--- src/rtl/multi_phase_signal_ctrl_pkg.sv ---
// Shared types and helpers for the multi-phase signal controller.
package multi_phase_signal_ctrl_pkg;

  localparam int unsigned ST_W       = 2;
  localparam int unsigned MAX_PHASES = 8;

  // Controller state; the encoding is also the value of the st output.
  typedef enum logic [ST_W-1:0] {
    ST_CLEAR  = 2'd0,
    ST_GREEN  = 2'd1,
    ST_YELLOW = 2'd2,
    ST_FLASH  = 2'd3
  } state_e;

  // One-hot lamp select for a phase index.
  function automatic logic [MAX_PHASES-1:0] phase_sel(input logic [2:0] p);
    return MAX_PHASES'(1) << p;
  endfunction

endpackage

--- src/rtl/multi_phase_signal_ctrl_seg_timer.sv ---
// Segment countdown: loads max(L,1), counts down on dec, flags expiry at 1.
module multi_phase_signal_ctrl_seg_timer #(
  parameter int unsigned TW      = 16,
  parameter int unsigned RST_VAL = 1
) (
  input  logic          ck,
  input  logic          rst_n,
  input  logic          load,
  input  logic [TW-1:0] load_val,
  input  logic          dec,
  input  logic          hold,
  output logic          expire_c
);

  localparam int unsigned RST_EFF = (RST_VAL == 0) ? 1 : RST_VAL;

  logic [TW-1:0] count;

  assign expire_c = (count == TW'(1));

  // Countdown register; a zero load behaves as one.
  always_ff @(posedge ck or negedge rst_n) begin
    if (!rst_n) begin
      count <= TW'(RST_EFF);
    end else if (load) begin
      count <= (load_val == '0) ? TW'(1) : load_val;
    end else if (dec && !hold) begin
      count <= count - TW'(1);
    end
  end

endmodule

--- src/rtl/multi_phase_signal_ctrl.sv ---
// N-phase green/yellow/all-red sequencer with demand skipping and flash override.
module multi_phase_signal_ctrl
  import multi_phase_signal_ctrl_pkg::*;
#(
  parameter int unsigned N_PHASES   = 2,
  parameter int unsigned TW         = 16,
  parameter int unsigned PW         = 3,
  parameter int unsigned GREEN_DEF  = 100,
  parameter int unsigned YELLOW_DEF = 20,
  parameter int unsigned CLEAR_DEF  = 5,
  parameter int unsigned SKIP_IDLE  = 1,
  parameter int unsigned FLASH_HALF = 50
) (
  input  logic                ck,
  input  logic                rst_n,
  input  logic                en,
  input  logic                flash,
  input  logic                cfg_we,
  input  logic [PW-1:0]       cfg_phase,
  input  logic [TW-1:0]       cfg_green,
  input  logic [TW-1:0]       cfg_yellow,
  input  logic [TW-1:0]       cfg_clear,
  input  logic [N_PHASES-1:0] req,
  output logic [N_PHASES-1:0] g,
  output logic [N_PHASES-1:0] y,
  output logic [N_PHASES-1:0] r,
  output logic [PW-1:0]       phase,
  output logic [ST_W-1:0]     st
);

  state_e              state_q, state_d;
  logic [PW-1:0]       phase_d, tgt;
  logic                first_q, first_d, tog_q, tog_d;
  logic [N_PHASES-1:0] demand_q, demand_d, cur_oh, tgt_oh, nxt_oh;
  logic [N_PHASES-1:0] g_d, y_d, r_d;
  logic [TW-1:0]       green_tab  [N_PHASES];
  logic [TW-1:0]       yellow_tab [N_PHASES];
  logic [TW-1:0]       green_tgt, yellow_cur, t_val;
  logic                t_load, t_hold, t_dec, t_exp;
  logic                f_load, f_dec, f_exp;
  logic                found, enter_green, other_dem;

  assign cur_oh    = N_PHASES'(phase_sel(3'(phase)));
  assign tgt_oh    = N_PHASES'(phase_sel(3'(tgt)));
  assign other_dem = |(demand_q & ~cur_oh);
  assign t_dec     = en && !flash && (state_q != ST_FLASH);
  assign f_dec     = flash && (state_q == ST_FLASH);

  multi_phase_signal_ctrl_seg_timer #(.TW(TW), .RST_VAL(CLEAR_DEF)) u_seg_timer (
    .ck(ck), .rst_n(rst_n), .load(t_load), .load_val(t_val),
    .dec(t_dec), .hold(t_hold), .expire_c(t_exp)
  );

  multi_phase_signal_ctrl_seg_timer #(.TW(TW), .RST_VAL(FLASH_HALF)) u_flash_div (
    .ck(ck), .rst_n(rst_n), .load(f_load), .load_val(TW'(FLASH_HALF)),
    .dec(f_dec), .hold(1'b0), .expire_c(f_exp)
  );

  // Next green phase: round-robin demand search, or plain rotation.
  always_comb begin
    int unsigned idx;
    idx   = 0;
    found = 1'b0;
    tgt   = '0;
    if (SKIP_IDLE != 0) begin
      for (int unsigned k = 1; k <= N_PHASES; k++) begin
        idx = (32'(phase) + k) % N_PHASES;
        if (!found && (|(demand_q & N_PHASES'(phase_sel(3'(idx)))))) begin
          found = 1'b1;
          tgt   = PW'(idx);
        end
      end
    end else begin
      found = 1'b1;
      tgt   = first_q ? '0 : PW'((32'(phase) + 1) % N_PHASES);
    end
  end

  // Duration table reads for the segment that may load this cycle.
  always_comb begin
    green_tgt  = '0;
    yellow_cur = '0;
    for (int unsigned i = 0; i < N_PHASES; i++) begin
      if (PW'(i) == tgt)   green_tgt  = green_tab[i];
      if (PW'(i) == phase) yellow_cur = yellow_tab[i];
    end
  end

  // FSM next state, timer control and flash toggle.
  always_comb begin
    state_d     = state_q;
    phase_d     = phase;
    first_d     = first_q;
    tog_d       = tog_q;
    t_load      = 1'b0;
    t_val       = '0;
    t_hold      = 1'b0;
    f_load      = 1'b0;
    enter_green = 1'b0;
    if (flash) begin
      state_d = ST_FLASH;
      if (state_q != ST_FLASH) begin
        tog_d  = 1'b1;
        f_load = 1'b1;
      end else if (f_exp) begin
        tog_d  = ~tog_q;
        f_load = 1'b1;
      end
    end else if (state_q == ST_FLASH) begin
      if (en) begin
        state_d = ST_CLEAR;
        phase_d = '0;
        first_d = 1'b1;
        tog_d   = 1'b0;
        t_load  = 1'b1;
        t_val   = cfg_clear;
      end
    end else if (en && t_exp) begin
      case (state_q)
        ST_CLEAR: begin
          if (found) begin
            state_d     = ST_GREEN;
            phase_d     = tgt;
            first_d     = 1'b0;
            t_load      = 1'b1;
            t_val       = green_tgt;
            enter_green = 1'b1;
          end else begin
            t_hold = 1'b1;
          end
        end
        ST_GREEN: begin
          if ((SKIP_IDLE != 0) && !other_dem) begin
            t_hold = 1'b1;
          end else begin
            state_d = ST_YELLOW;
            t_load  = 1'b1;
            t_val   = yellow_cur;
          end
        end
        ST_YELLOW: begin
          state_d = ST_CLEAR;
          t_load  = 1'b1;
          t_val   = cfg_clear;
        end
        default: ;
      endcase
    end
  end

  // Lamp decode of the next state, so lamps change together with st.
  always_comb begin
    nxt_oh = N_PHASES'(phase_sel(3'(phase_d)));
    g_d    = '0;
    y_d    = '0;
    r_d    = '1;
    case (state_d)
      ST_GREEN:  begin g_d = nxt_oh; r_d = ~nxt_oh; end
      ST_YELLOW: begin y_d = nxt_oh; r_d = ~nxt_oh; end
      ST_FLASH:  r_d = {N_PHASES{tog_d}};
      default: ;
    endcase
    demand_d = (demand_q & ~(enter_green ? tgt_oh : '0)) | req;
  end

  // State, phase, demand and lamp registers.
  always_ff @(posedge ck or negedge rst_n) begin
    if (!rst_n) begin
      state_q  <= ST_CLEAR;
      phase    <= '0;
      first_q  <= 1'b1;
      tog_q    <= 1'b0;
      demand_q <= '0;
      g        <= '0;
      y        <= '0;
      r        <= '1;
    end else begin
      state_q  <= state_d;
      phase    <= phase_d;
      first_q  <= first_d;
      tog_q    <= tog_d;
      demand_q <= demand_d;
      g        <= g_d;
      y        <= y_d;
      r        <= r_d;
    end
  end

  assign st = state_q;

  // Per-phase duration tables; writes to phases beyond N_PHASES fall through.
  always_ff @(posedge ck or negedge rst_n) begin
    if (!rst_n) begin
      for (int unsigned i = 0; i < N_PHASES; i++) begin
        green_tab[i]  <= TW'(GREEN_DEF);
        yellow_tab[i] <= TW'(YELLOW_DEF);
      end
    end else if (cfg_we) begin
      for (int unsigned i = 0; i < N_PHASES; i++) begin
        if (PW'(i) == cfg_phase) begin
          green_tab[i]  <= cfg_green;
          yellow_tab[i] <= cfg_yellow;
        end
      end
    end
  end

endmodule

--- config.mk ---
export PLATFORM = sky130hd
export DESIGN_NAME = multi_phase_signal_ctrl
export DESIGN_NICKNAME = d
export VERILOG_FILES = /design/src/rtl/multi_phase_signal_ctrl_pkg.sv /design/src/rtl/multi_phase_signal_ctrl_seg_timer.sv /design/src/rtl/multi_phase_signal_ctrl.sv
export SDC_FILE = /design/constraint.sdc
export NUM_CORES = 1
export LEC_CHECK = 0
export ABC_AREA = 1
export CAP_MARGIN = 15
export CORE_MARGIN = 5
export CORE_UTILIZATION = 55
export CTS_CLUSTER_SIZE = 12
export DETAILED_ROUTE_END_ITERATION = 10
export MAX_ROUTING_LAYER = met4
export PLACE_DENSITY = 0.88
export SLEW_MARGIN = 10
export SYNTH_ARGS = -nofsm -noshare
export SYNTH_HDL_FRONTEND = slang
export SYNTH_SLANG_ARGS = --single-unit
--- constraint.sdc ---
create_clock -name ck -period 4.1 [get_ports ck]
set_clock_uncertainty 0.15 [all_clocks]
set_input_delay 0.82 -clock ck [delete_from_list [all_inputs] [get_ports ck]]
set_output_delay 0.82 -clock ck [all_outputs]
set_load 0.03 [all_outputs]
==> summary.txt, run 1 <==
Global route
  • Initial antenna violation count: 0
  • Vias in the first global route: 5,348
  • Largest net degree at the start of global routing: 67
  • GRT overflow: 0
  • Global Route Usage Sum: between 20% and 30%
  • Global-route wire length before repair: 25,300 microns

STA
  • RSZ-0062 raised after global routing: false
  • Minimum clock period: between 2 and 3 ns
  • Final Cycle Share: roughly 70%
  • Worst Tran Pin Value: between 0.8 and 0.9 ns
  • Max-slew headroom: 44.4%
  • Slew Limit Fails: 0
  • Post-Route Setup TNS: 0 ns
  • Final setup vio count: 0
  • Final Hold Viols: 0
  • Max Fclk: roughly 350 MHz

Synthesis
  • Synth Flop Type: dfrtp_1
  • Synth Instances: around 840
  • Number of flops mapped to enable cells by yosys: 0
  • Yosys top cell by area: dfrtp_1
  • Mapped Area: between 0.006 and 0.007 sq mm
  • Synth Net Count: 903
  • Top-count cell post-synth: nand2_1
  • Syn avg cell area: roughly 7.4 sq um
  • Post-synthesis sequential area ratio: between 40 and 50%
  • Distinct cell type count after synthesis: 39
  • Synth top area share: 37.6%
  • Yosys reg bits: 110
  • Yosys Warn Count: 0
  • Top post-synthesis cells by area: dfrtp_1, nand2_1, nand3_1
  • Share of flip-flops with an asynchronous set or reset: between 90% and 100%
  • Top cells by instance count after synthesis: nand2_1, nand3_1, dfrtp_1, o21ai_0, inv_1

CTS
  • Root Driver: clkbuf_16
  • Worst-path clk slew: 0.08 ns
  • Worst-Skew Late Latency: 0.36 ns
  • CTS Hold Bufs: 0
  • H-Tree Depth: 3
  • Clock tree buffer depth: 2
  • PostCTS Resize Cnt: 0
  • Sink Count: between 100 and 150
  • # Post-CTS Setup Buffers: 0
  • CTS tree: built
  • CTS Buf Count: 9

Cells and area
  • Layout cells sized above 1: between 8 and 9%
  • FILL cells: ~940
  • P&R area growth vs syn: 17.0%
  • Antenna cell count: 0
  • Sequential Area: between 0.002 and 0.003 sq mm
  • Area of the multi-input gates: between 0.002 and 0.003 sq mm
  • Core Util, Final: between 60% and 70%
  • Non-filler cells, final: between 1,000 and 1,500
  • Layout Nets: between 900 and 1,000

Worst setup path
  • Cell mode on critical path: inv_2
  • Critical Path Max Stage Delay: between 0.5 and 0.6 ns
  • Crit-path slowest cell: nor2_2
  • Critical setup path kind: in2reg
  • Worst path arrival time: 2.97 ns
  • Crit-path cells: clkdlybuf4s50_1, inv_2, nand2_1, nor2_2, inv_2, nand2_2, inv_2, nand2_4, nand2_1, o22ai_2, inv_2
  • Largest fanout on the critical path: 24
  • Crit. End Element: flip-flop
  • Startpoint Class: input pin
  • Req. time, crit path: roughly 4.2 ns

Pwr
  • Static leakage: roughly 3.6 nW
  • Worst VDD drop: roughly 0.35 mV
  • Power per Cell Area: between 500 and 600 mW/mm^2

Detailed routing
  • Drt pass-1 iters: 6
  • Residual DRC: 0
  • Routed WL: approximately 15,000 microns
  • Vias: 5,712
  • DR iter-0 viols: 648
  • DRT antenna net count: 0
  • Vias/cell: 5.52
  • Routed wire per std cell: between 10 and 15 microns

Placement
  • RD Place Congestion: roughly 0.96
  • HPWL Detailed: approximately 11,000 microns
  • Placed Cells: between 1,000 and 1,500
  • PortBufs: between 60 and 70

Outcome
  • Outcome: finished clean

Job
  • MaxCap Viol Count: 0

Die
  • Initial core utilization: between 50% and 60%
  • I/O pins: between 60 and 70
  • Die Footprint: ~0.013 sq mm
  • Core area: 0.0109 sq mm
  • Die height: approximately 120 microns
  • Die W: around 120 microns
  • FP Rows: 38

Min path
  • Hold crit path type: reg2reg
## cell usage in the layout (no fill, tap or decap), types with 8 or more instances in the layout
cell,instances
a21oi_1,26
buf_4,9
clkbuf_16,9
clkdlybuf4s50_1,67
dfrtp_1,93
dfstp_2,17
ha_1,8
inv_1,80
inv_2,10
nand2_1,233
nand3_1,111
nor2_1,70
o21ai_0,84
xor2_1,12
## metrics by stage
| stage | worst slack (ns) | total power [mW] | hold WS, ns | area, sq um |
|---|---|---|---|---|
| 3_3_place_gp | 0.990 | 2.69 | 0.301 | 6920 |
| 5_1_grt | 1.08 | 3.91 | 0.345 | 7230 |
| 6_report | 1.24 | 3.67 | 0.320 | 7230 |
| 4_1_cts | 1.28 | 3.67 | 0.323 | 7230 |
| 3_5_place_dp | 0.906 | 2.74 | 0.309 | 6920 |
| 2_1_floorplan | 1.98 | 2.39 | 0.283 | 6180 |
## critical path, delay by kind of cell
family | cells | cell delay (ns)
AND/OR/NAND/NOR | 5 | 1.12
AO/OA/AOI/OAI | 1 | 0.11
buffers and inverters | 5 | 0.91
## path summary, 6_finish.rpt
path,start,cells past startpoint,endpoint,slack [ns]
setup / recovery,flash,11,u_seg_timer.count[8]$_DFFE_PN0P_,1.24
hold / removal,u_flash_div.count[14]$_DFFE_PN0P_,1,u_flash_div.count[14]$_DFFE_PN0P_,0.32
setup reg to reg,demand_q[1]$_DFF_PN0_,13,u_seg_timer.count[8]$_DFFE_PN0P_,1.45
hold reg to reg,u_flash_div.count[14]$_DFFE_PN0P_,1,u_flash_div.count[14]$_DFFE_PN0P_,0.32
max in group asynchronous,rst_n,2,r[1]$_DFF_PN1_,2.52
min in group asynchronous,rst_n,1,u_flash_div.count[8]$_DFFE_PN0P_,0.41
## power by group
part           switching, mW  internal, mW  leakage, nW  total, mW
clock network          0.423         0.501        0.152      0.923
logic                  0.728         0.452         2.08       1.18
registers              0.205          1.36         1.34       1.57
## layer usage
layer / up-vias / track usage, % / wire (microns)
li1: 2797 / - / -
met5: - / - / 0
met1: 2627 / 32.3 / 6500
met4: 0 / 10.4 / 606
met2: 242 / 36.6 / 6990
met3: 46 / 5.07 / 1170
## sequential cells by signal, summed over array words and instances (netlist names)
signal / cells
phase: 3
green_tab: 32
tog_q: 1
g: 2
u_flash_div.count: 16
r: 2
yellow_tab: 32
y: 2
demand_q: 2
u_seg_timer.count: 16
st: 2
## final cells by class
type / instances / share of cell area, %
Timing Repair Buffer: 76 / 10.2
Multi-Input combinational cell: 603 / 40.0
Inverter: 90 / 4.67
Clock inverter: 6 / 1.04
Tap cell: 140 / 2.42
Clock buffer: 10 / 3.30
Sequential cell: 110 / 38.4
## kinds of logic (layout without fill, tap and decap cells)
group / Yosys count / in the layout / share of synthesized area, %
fa+ha+maj: 8 / 8 / 1.62
buf+inv: 124 / 182 / 8.42
flops: 110 / 110 / 44.9
xor+xnor: 16 / 16 / 2.27
compound gates: 122 / 122 / 10.4
simple gates: 457 / 457 / 32.4
No activity file was read; power rests on OpenSTA's default activity.
==> inputs of run 2 (changes only) <==
==> constraint.sdc (replaced) <==
create_clock -name ck -period 2.8 [get_ports ck]
set_clock_uncertainty 0.15 [all_clocks]
set_input_delay 0.56 -clock ck [delete_from_list [all_inputs] [get_ports ck]]
set_output_delay 0.56 -clock ck [all_outputs]
set_load 0.03 [all_outputs]
==> run 2 against run 1 <==
  * Combinational power increased by 52%
  * Design area increased by 1.7%
  * Global-route usage increased by 0.38 points
  * Sequential power increased by 46%
  * Critical endpoint is now u_seg_timer.count[10]$_DFFE_PN0P_
  * Highest routed layer unchanged
==> summary.txt, run 2 (synthesized netlist as in run 1, its figures left out) <==
Pwr
  • Logic pwr share: 33.1% (was 32.1%)
  • Total Power: 5.39 mW (was 3.67 mW)
  • NetSw: 1.99 mW (was 1.36 mW)
  • Switching Fraction: 36.9% (about the same)
  • Cell internal pwr: 3.40 mW (was 2.32 mW)
  • Sequential Power Share: 42.5% (was 42.7%)
  • Static leakage: 3.64 nW (was 3.57 nW)
  • Clk pwr share: 24.4% (was 25.1%)
  • Worst VDD drop: 0.410 mV (was 0.349 mV)
  • Power per Cell Area: 733 mW/mm^2 (was 508 mW/mm^2)

Detailed routing
  • DR iter-0 viols: 597 (was 648)
  • Top Layer Used: met4 (unchanged)
  • Wl on met1: 6550 microns (was 6500 microns)
  • Drt pass-1 iters: 5 (was 6)
  • Met3 WL: 1050 microns (was 1170 microns)
  • WL met2: 7380 microns (was 6990 microns)
  • Routed WL: 15,400 microns (was 15,300 microns)
  • Vias: 5,714 (was 5,712)
  • DRT antenna net count: 0 (unchanged)
  • Vias/cell: 5.46 (was 5.52)
  • Residual DRC: 0 (unchanged)
  • Routed wire per std cell: 14.7 microns (about the same)

Cells and area
  • FILL cells: 940 (was 936)
  • Core Util, Final: 67.3% (was 66.1%)
  • Non-filler cells, final: 1,046 (was 1,035)
  • Layout Nets: 967 (was 956)
  • P&R area growth vs syn: 19.0% (was 17.0%)
  • Most common cell after layout, fill and taps aside: nand2_1 (unchanged)
  • Antenna cell count: 0 (unchanged)
  • Layout cells sized above 1: 9.82% (was 8.72%)
  • Biggest regs: green_tab: 32 flops, yellow_tab: 32 flops (unchanged)
  • Most frequent cells in the layout: nand2_1, nand3_1, dfrtp_1 (unchanged)

Die
  • I/O pins: 69 (unchanged)
  • Die Footprint: 0.0135 sq mm (unchanged)
  • Die W: 116 microns (unchanged)
  • FP Rows: 38 (unchanged)
  • Core area: 0.0109 sq mm (unchanged)
  • Initial core utilization: 56.5% (unchanged)
  • Die height: 116 microns (unchanged)

Worst setup path
  • Crit. End Element: flip-flop (unchanged)
  • Worst path arrival time: 2.55 ns (was 2.97 ns)
  • Critical setup path kind: reg2reg (was in2reg)
  • Largest fanout on the critical path: 24 (unchanged)
  • Critical R2R Launch: phase[0]$_DFF_PN0_ (was demand_q[1]$_DFF_PN0_)
  • Critical path launch point: phase[0]$_DFF_PN0_ (was flash)
  • Req. time, crit path: 2.87 ns (was 4.21 ns)
  • Startpoint Class: flip-flop (was input pin)

Global route
  • GRT overflow: 0 (unchanged)
  • Vias in the first global route: 5,369 (was 5,348)
  • Initial antenna violation count: 0 (unchanged)
  • Global Route Usage Sum: 24.8% (was 24.4%)
  • Largest net degree at the start of global routing: 65 (was 67)
  • Global-route wire length before repair: 25,900 microns (was 25,300 microns)

STA
  • Max Fclk: 404 MHz
  • Minimum clock period: 2.48 ns
  • Post-Route Setup TNS: 0 ns (unchanged)
  • RSZ-0062 raised after global routing: false (unchanged)
  • Worst Setup Slack, final: 0.322 ns (was 1.24 ns)
  • Final Cycle Share: around nine tenths
  • Max-slew headroom: 61.2% (was 44.4%)
  • Final setup vio count: 0 (unchanged)
  • Worst Tran Pin Value: 0.582 ns (was 0.834 ns)
  • Slew Limit Fails: 0 (unchanged)
  • Final Hold Viols: 0 (unchanged)

CTS
  • Sink Count: 110 (unchanged)
  • Root Driver: clkbuf_16 (unchanged)
  • Clock tree buffer depth: 2 (unchanged)
  • # Post-CTS Setup Buffers: 0 (unchanged)
  • PostCTS Resize Cnt: 0 (unchanged)
  • CTS tree: built (unchanged)
  • Worst-Skew Late Latency: 0.35 ns (was 0.36 ns)
  • Worst-path clk slew: 0.08 ns (about the same)
  • CTS Buf Count: 9 (unchanged)
  • CTS Hold Bufs: 0 (unchanged)
  • H-Tree Depth: 3 (unchanged)

Placement
  • PortBufs: 68 (unchanged)
  • HPWL Detailed: 11,200 microns (was 10,800 microns)
  • Placed Cells: 1,030 (was 1,019)
  • RD Place Congestion: 0.944 (was 0.963)
  • Place WS: 0.114 ns (was 0.906 ns)

Job
  • MaxCap Viol Count: 0 (unchanged)

Min path
  • Hold crit path type: in2async (was reg2reg)

Outcome
  • Outcome: finished clean (unchanged)
run 2: final cells by class:
| cell class | instances | area (sq um) | share of cell area, % |
|---|---|---|---|
| clock buffer | 9 | 225 | 3.06 |
| clock inverter | 7 | 80.1 | 1.09 |
| inverter | 90 | 338 | 4.59 |
| multi-input combinational | 603 | 2890 | 39.3 |
| sequential | 110 | 2770 | 37.7 |
| tap | 140 | 175 | 2.38 |
| timing repair buffer | 87 | 871 | 11.8 |
run 2: metal layers:
layer,track usage [%],up-vias
met5,-,-
met4,8.51,0
met3,3.34,32
met2,38.4,210
met1,33.7,2650
li1,-,2822
run 2: final timing paths:
path / slack (ns) / depth (start not counted) / to
setup reg to reg: 0.32 / 12 / u_seg_timer.count[10]$_DFFE_PN0P_
hold reg to reg: 0.31 / 1 / u_flash_div.count[14]$_DFFE_PN0P_
hold / removal: 0.06 / 1 / u_flash_div.count[15]$_DFFE_PN0P_
max in group asynchronous: 1.72 / 2 / yellow_tab[18]$_DFFE_PN1P_
min in group ck: 0.31 / 1 / u_flash_div.count[14]$_DFFE_PN0P_
setup / recovery: 0.32 / 12 / u_seg_timer.count[10]$_DFFE_PN0P_
run 2: power groups by stage:
| stage | Sequential, mW | Combinational (mW) | Clock (mW) |
|---|---|---|---|
| finish | 2.29 | 1.79 | 1.32 |
| global route | 2.34 | 2.01 | 1.39 |
| CTS | 2.29 | 1.78 | 1.33 |
| detailed placement | 2.31 | 1.76 | 0 |
| global placement | 2.29 | 1.70 | 0 |
| floorplan | 2.32 | 1.18 | 0 |
run 2: worst max-delay path, stage by stage, from the launching register on:
cell and delay [ns]:
dfrtp_1 0.55, buf_4 0.31, nand2_2 0.08, nand2_2 0.08, nand2_4 0.13, nand2_1 0.14
nand3_1 0.09, nand2_1 0.08, nand2_2 0.06, inv_2 0.23, nand2_4 0.21, nor2_1 0.18
a21oi_1 0.06
run 2: through the flow:
stage	hold slack, ns	instance area [sq um]
finish	0.0612	7360
global route	0.111	7360
CTS	0.0710	7360
detailed placement	0.303	7050
global placement	0.296	7050
floorplan	0.114	6180
==> inputs of run 3 (changes only) <==
--- a/config.mk
+++ b/config.mk
@@ -13,6 +13,7 @@
 export DETAILED_ROUTE_END_ITERATION = 10
 export MAX_ROUTING_LAYER = met4
 export PLACE_DENSITY = 0.88
+export RECOVER_POWER = 50
 export SLEW_MARGIN = 10
 export SYNTH_ARGS = -nofsm -noshare
 export SYNTH_HDL_FRONTEND = slang
==> run 3 against run 2 <==
  * Setup slack gained 0.0050 ns
  * First-iteration DRC count is 6.2% lower
  * Wire length hardly changed
  * Utilization shrank 0.37 points
  * Combinational power is essentially flat
  * Global-route usage unchanged
  * Via count fell by 0.30%
  * Clock power barely moved
  * Die area is the same
  * Register-to-register slack about the same
  * Sequential power is essentially flat
  * Cell count did not move
  * Critical endpoint unchanged
==> summary.txt, run 3 (synthesized netlist as in run 1, its figures left out) <==
Outcome
  • Outcome: finished clean (unchanged)

Cells and area
  • Layout Nets: 967 (unchanged)
  • Biggest regs: green_tab: 32 flops, yellow_tab: 32 flops (unchanged)
  • Most common cell after layout, fill and taps aside: nand2_1 (unchanged)
  • Most frequent cells in the layout: nand2_1, nand3_1, dfrtp_1 (unchanged)
  • Antenna cell count: 0 (unchanged)
  • Core Util, Final: 66.9% (was 67.3%)
  • P&R area growth vs syn: 18.3% (was 19.0%)
  • Layout cells sized above 1: 9.60% (was 9.82%)

STA
  • Post-Route Setup TNS: 0 ns (unchanged)
  • Worst Tran Pin Value: 1.10 ns (was 0.582 ns)
  • Slew Limit Fails: 0 (unchanged)
  • Final Cycle Share: 88.3% (was 88.5%)
  • RSZ-0062 raised after global routing: false (unchanged)
  • Minimum clock period: 2.47 ns (was 2.48 ns)
  • Worst Setup Slack, final: 0.327 ns (was 0.322 ns)
  • Max Fclk: 404 MHz (about the same)
  • Final Hold Viols: 0 (unchanged)
  • Max-slew headroom: 26.9% (was 61.2%)
  • Final setup vio count: 0 (unchanged)
  • Worst hold slack: 0.253 ns (was 0.0612 ns)

Worst setup path
  • Startpoint Class: flip-flop (unchanged)
  • Req. time, crit path: 2.87 ns (about the same)
  • Largest fanout on the critical path: 24 (unchanged)
  • Worst path arrival time: 2.55 ns (about the same)
  • Critical setup path kind: reg2reg (unchanged)
  • Crit. End Element: flip-flop (unchanged)

Placement
  • Place WS: 0.114 ns (unchanged)
  • HPWL Detailed: 11,200 microns (unchanged)
  • PortBufs: 68 (unchanged)
  • RD Place Congestion: 0.944 (unchanged)

Die
  • I/O pins: 69 (unchanged)
  • Core area: 0.0109 sq mm (unchanged)
  • Die Footprint: 0.0135 sq mm (unchanged)
  • FP Rows: 38 (unchanged)
  • Die W: 116 microns (unchanged)
  • Die height: 116 microns (unchanged)
  • Initial core utilization: 56.5% (unchanged)

CTS
  • Root Driver: clkbuf_16 (unchanged)
  • Clock tree buffer depth: 2 (unchanged)
  • Worst-path clk slew: 0.08 ns (about the same)
  • # Post-CTS Setup Buffers: 0 (unchanged)
  • CTS tree: built (unchanged)
  • CTS Buf Count: 9 (unchanged)
  • PostCTS Resize Cnt: 0 (unchanged)
  • H-Tree Depth: 3 (unchanged)
  • Worst-Skew Late Latency: 0.35 ns (about the same)
  • Sink Count: 110 (unchanged)
  • CTS Hold Bufs: 0 (unchanged)

Pwr
  • Switching Fraction: 37.0% (was 36.9%)
  • Logic pwr share: 33.0% (was 33.1%)
  • Static leakage: 3.62 nW (was 3.64 nW)
  • Worst VDD drop: 0.409 mV (was 0.410 mV)
  • Cell internal pwr: 3.40 mW (about the same)
  • Sequential Power Share: 42.6% (was 42.5%)
  • Power per Cell Area: 736 mW/mm^2 (was 733 mW/mm^2)
  • Clk pwr share: 24.4% (about the same)
  • Total Power: 5.39 mW (about the same)
  • NetSw: 1.99 mW (about the same)

Detailed routing
  • Drt pass-1 iters: 5 (unchanged)
  • DRT antenna net count: 0 (unchanged)
  • Routed WL: 15,400 microns (about the same)
  • Vias/cell: 5.45 (was 5.46)
  • Vias: 5,697 (was 5,714)
  • Routed wire per std cell: 14.7 microns (about the same)
  • Residual DRC: 0 (unchanged)
  • DR iter-0 viols: 560 (was 597)

Global route
  • Largest net degree at the start of global routing: 65 (unchanged)
  • GRT overflow: 0 (unchanged)
  • Global-route wire length before repair: 25,900 microns (unchanged)
  • Global Route Usage Sum: 24.8% (unchanged)
  • Initial antenna violation count: 0 (unchanged)
  • Vias in the first global route: 5,369 (unchanged)

Job
  • MaxCap Viol Count: 0 (unchanged)

Min path
  • Hold crit path type: in2async (unchanged)
==> run 3: cell count changes in the layout (fill, tap and decap cells not counted) <==
cell	change
clkdlybuf4s50_1	-1
clkbuf_1	+2
clkbuf_2	+3
dlygate4sd3_1	+1
buf_4	-3
buf_12	-2
==> run 3: layout make-up <==
cell class,count,area [sq um]
multi-input combinational,603,2890
inverter,90,338
sequential,110,2770
fill,945,3620
tap,140,175
clock buffer,9,225
timing repair buffer,87,831
clock inverter,7,80.1
==> run 3: path summary, 6_finish.rpt <==
path / to / depth (start not counted) / start / slack [ns]
setup / recovery: u_seg_timer.count[10]$_DFFE_PN0P_ / 12 / phase[0]$_DFF_PN0_ / 0.33
hold / removal: u_flash_div.count[15]$_DFFE_PN0P_ / 1 / rst_n / 0.25
setup reg to reg: u_seg_timer.count[10]$_DFFE_PN0P_ / 12 / phase[0]$_DFF_PN0_ / 0.33
hold reg to reg: u_flash_div.count[14]$_DFFE_PN0P_ / 1 / u_flash_div.count[14]$_DFFE_PN0P_ / 0.31
max in group asynchronous: yellow_tab[9]$_DFFE_PN0P_ / 2 / rst_n / 0.74
min in group ck: u_flash_div.count[14]$_DFFE_PN0P_ / 1 / u_flash_div.count[14]$_DFFE_PN0P_ / 0.31
==> run 3: power by group through the flow <==
| stage | Clock (mW) | Combinational [mW] | Sequential (mW) |
|---|---|---|---|
| 2_1_floorplan | 0 | 1.18 | 2.32 |
| 3_3_place_gp | 0 | 1.70 | 2.29 |
| 3_5_place_dp | 0 | 1.76 | 2.31 |
| 4_1_cts | 1.33 | 1.78 | 2.29 |
| 5_1_grt | 1.39 | 2.00 | 2.34 |
| 6_report | 1.31 | 1.78 | 2.29 |
==> run 3: stage by stage <==
stage	instances	cell area, sq um
finish	1046	7320
global route	1046	7320
global placement	1030	7050
detailed placement	1030	7050
CTS	1046	7360
floorplan	837	6180
==> run 3: layer usage <==
layer / track usage, % / wire, microns / vias to the layer above
met5: - / 0 / -
met4: 8.51 / 411 / 0
met3: 3.34 / 1030 / 32
met2: 38.4 / 7420 / 190
met1: 33.7 / 6510 / 2649
li1: - / - / 2826
==> run 3: worst max-delay path, stage by stage, from the launching register on <==
cell and delay [ns]:
dfrtp_1 0.55, buf_4 0.31, nand2_2 0.08, nand2_2 0.08
nand2_4 0.13, nand2_1 0.14, nand3_1 0.09, nand2_1 0.08
nand2_2 0.06, inv_2 0.23, nand2_4 0.22, nor2_1 0.17
a21oi_1 0.06
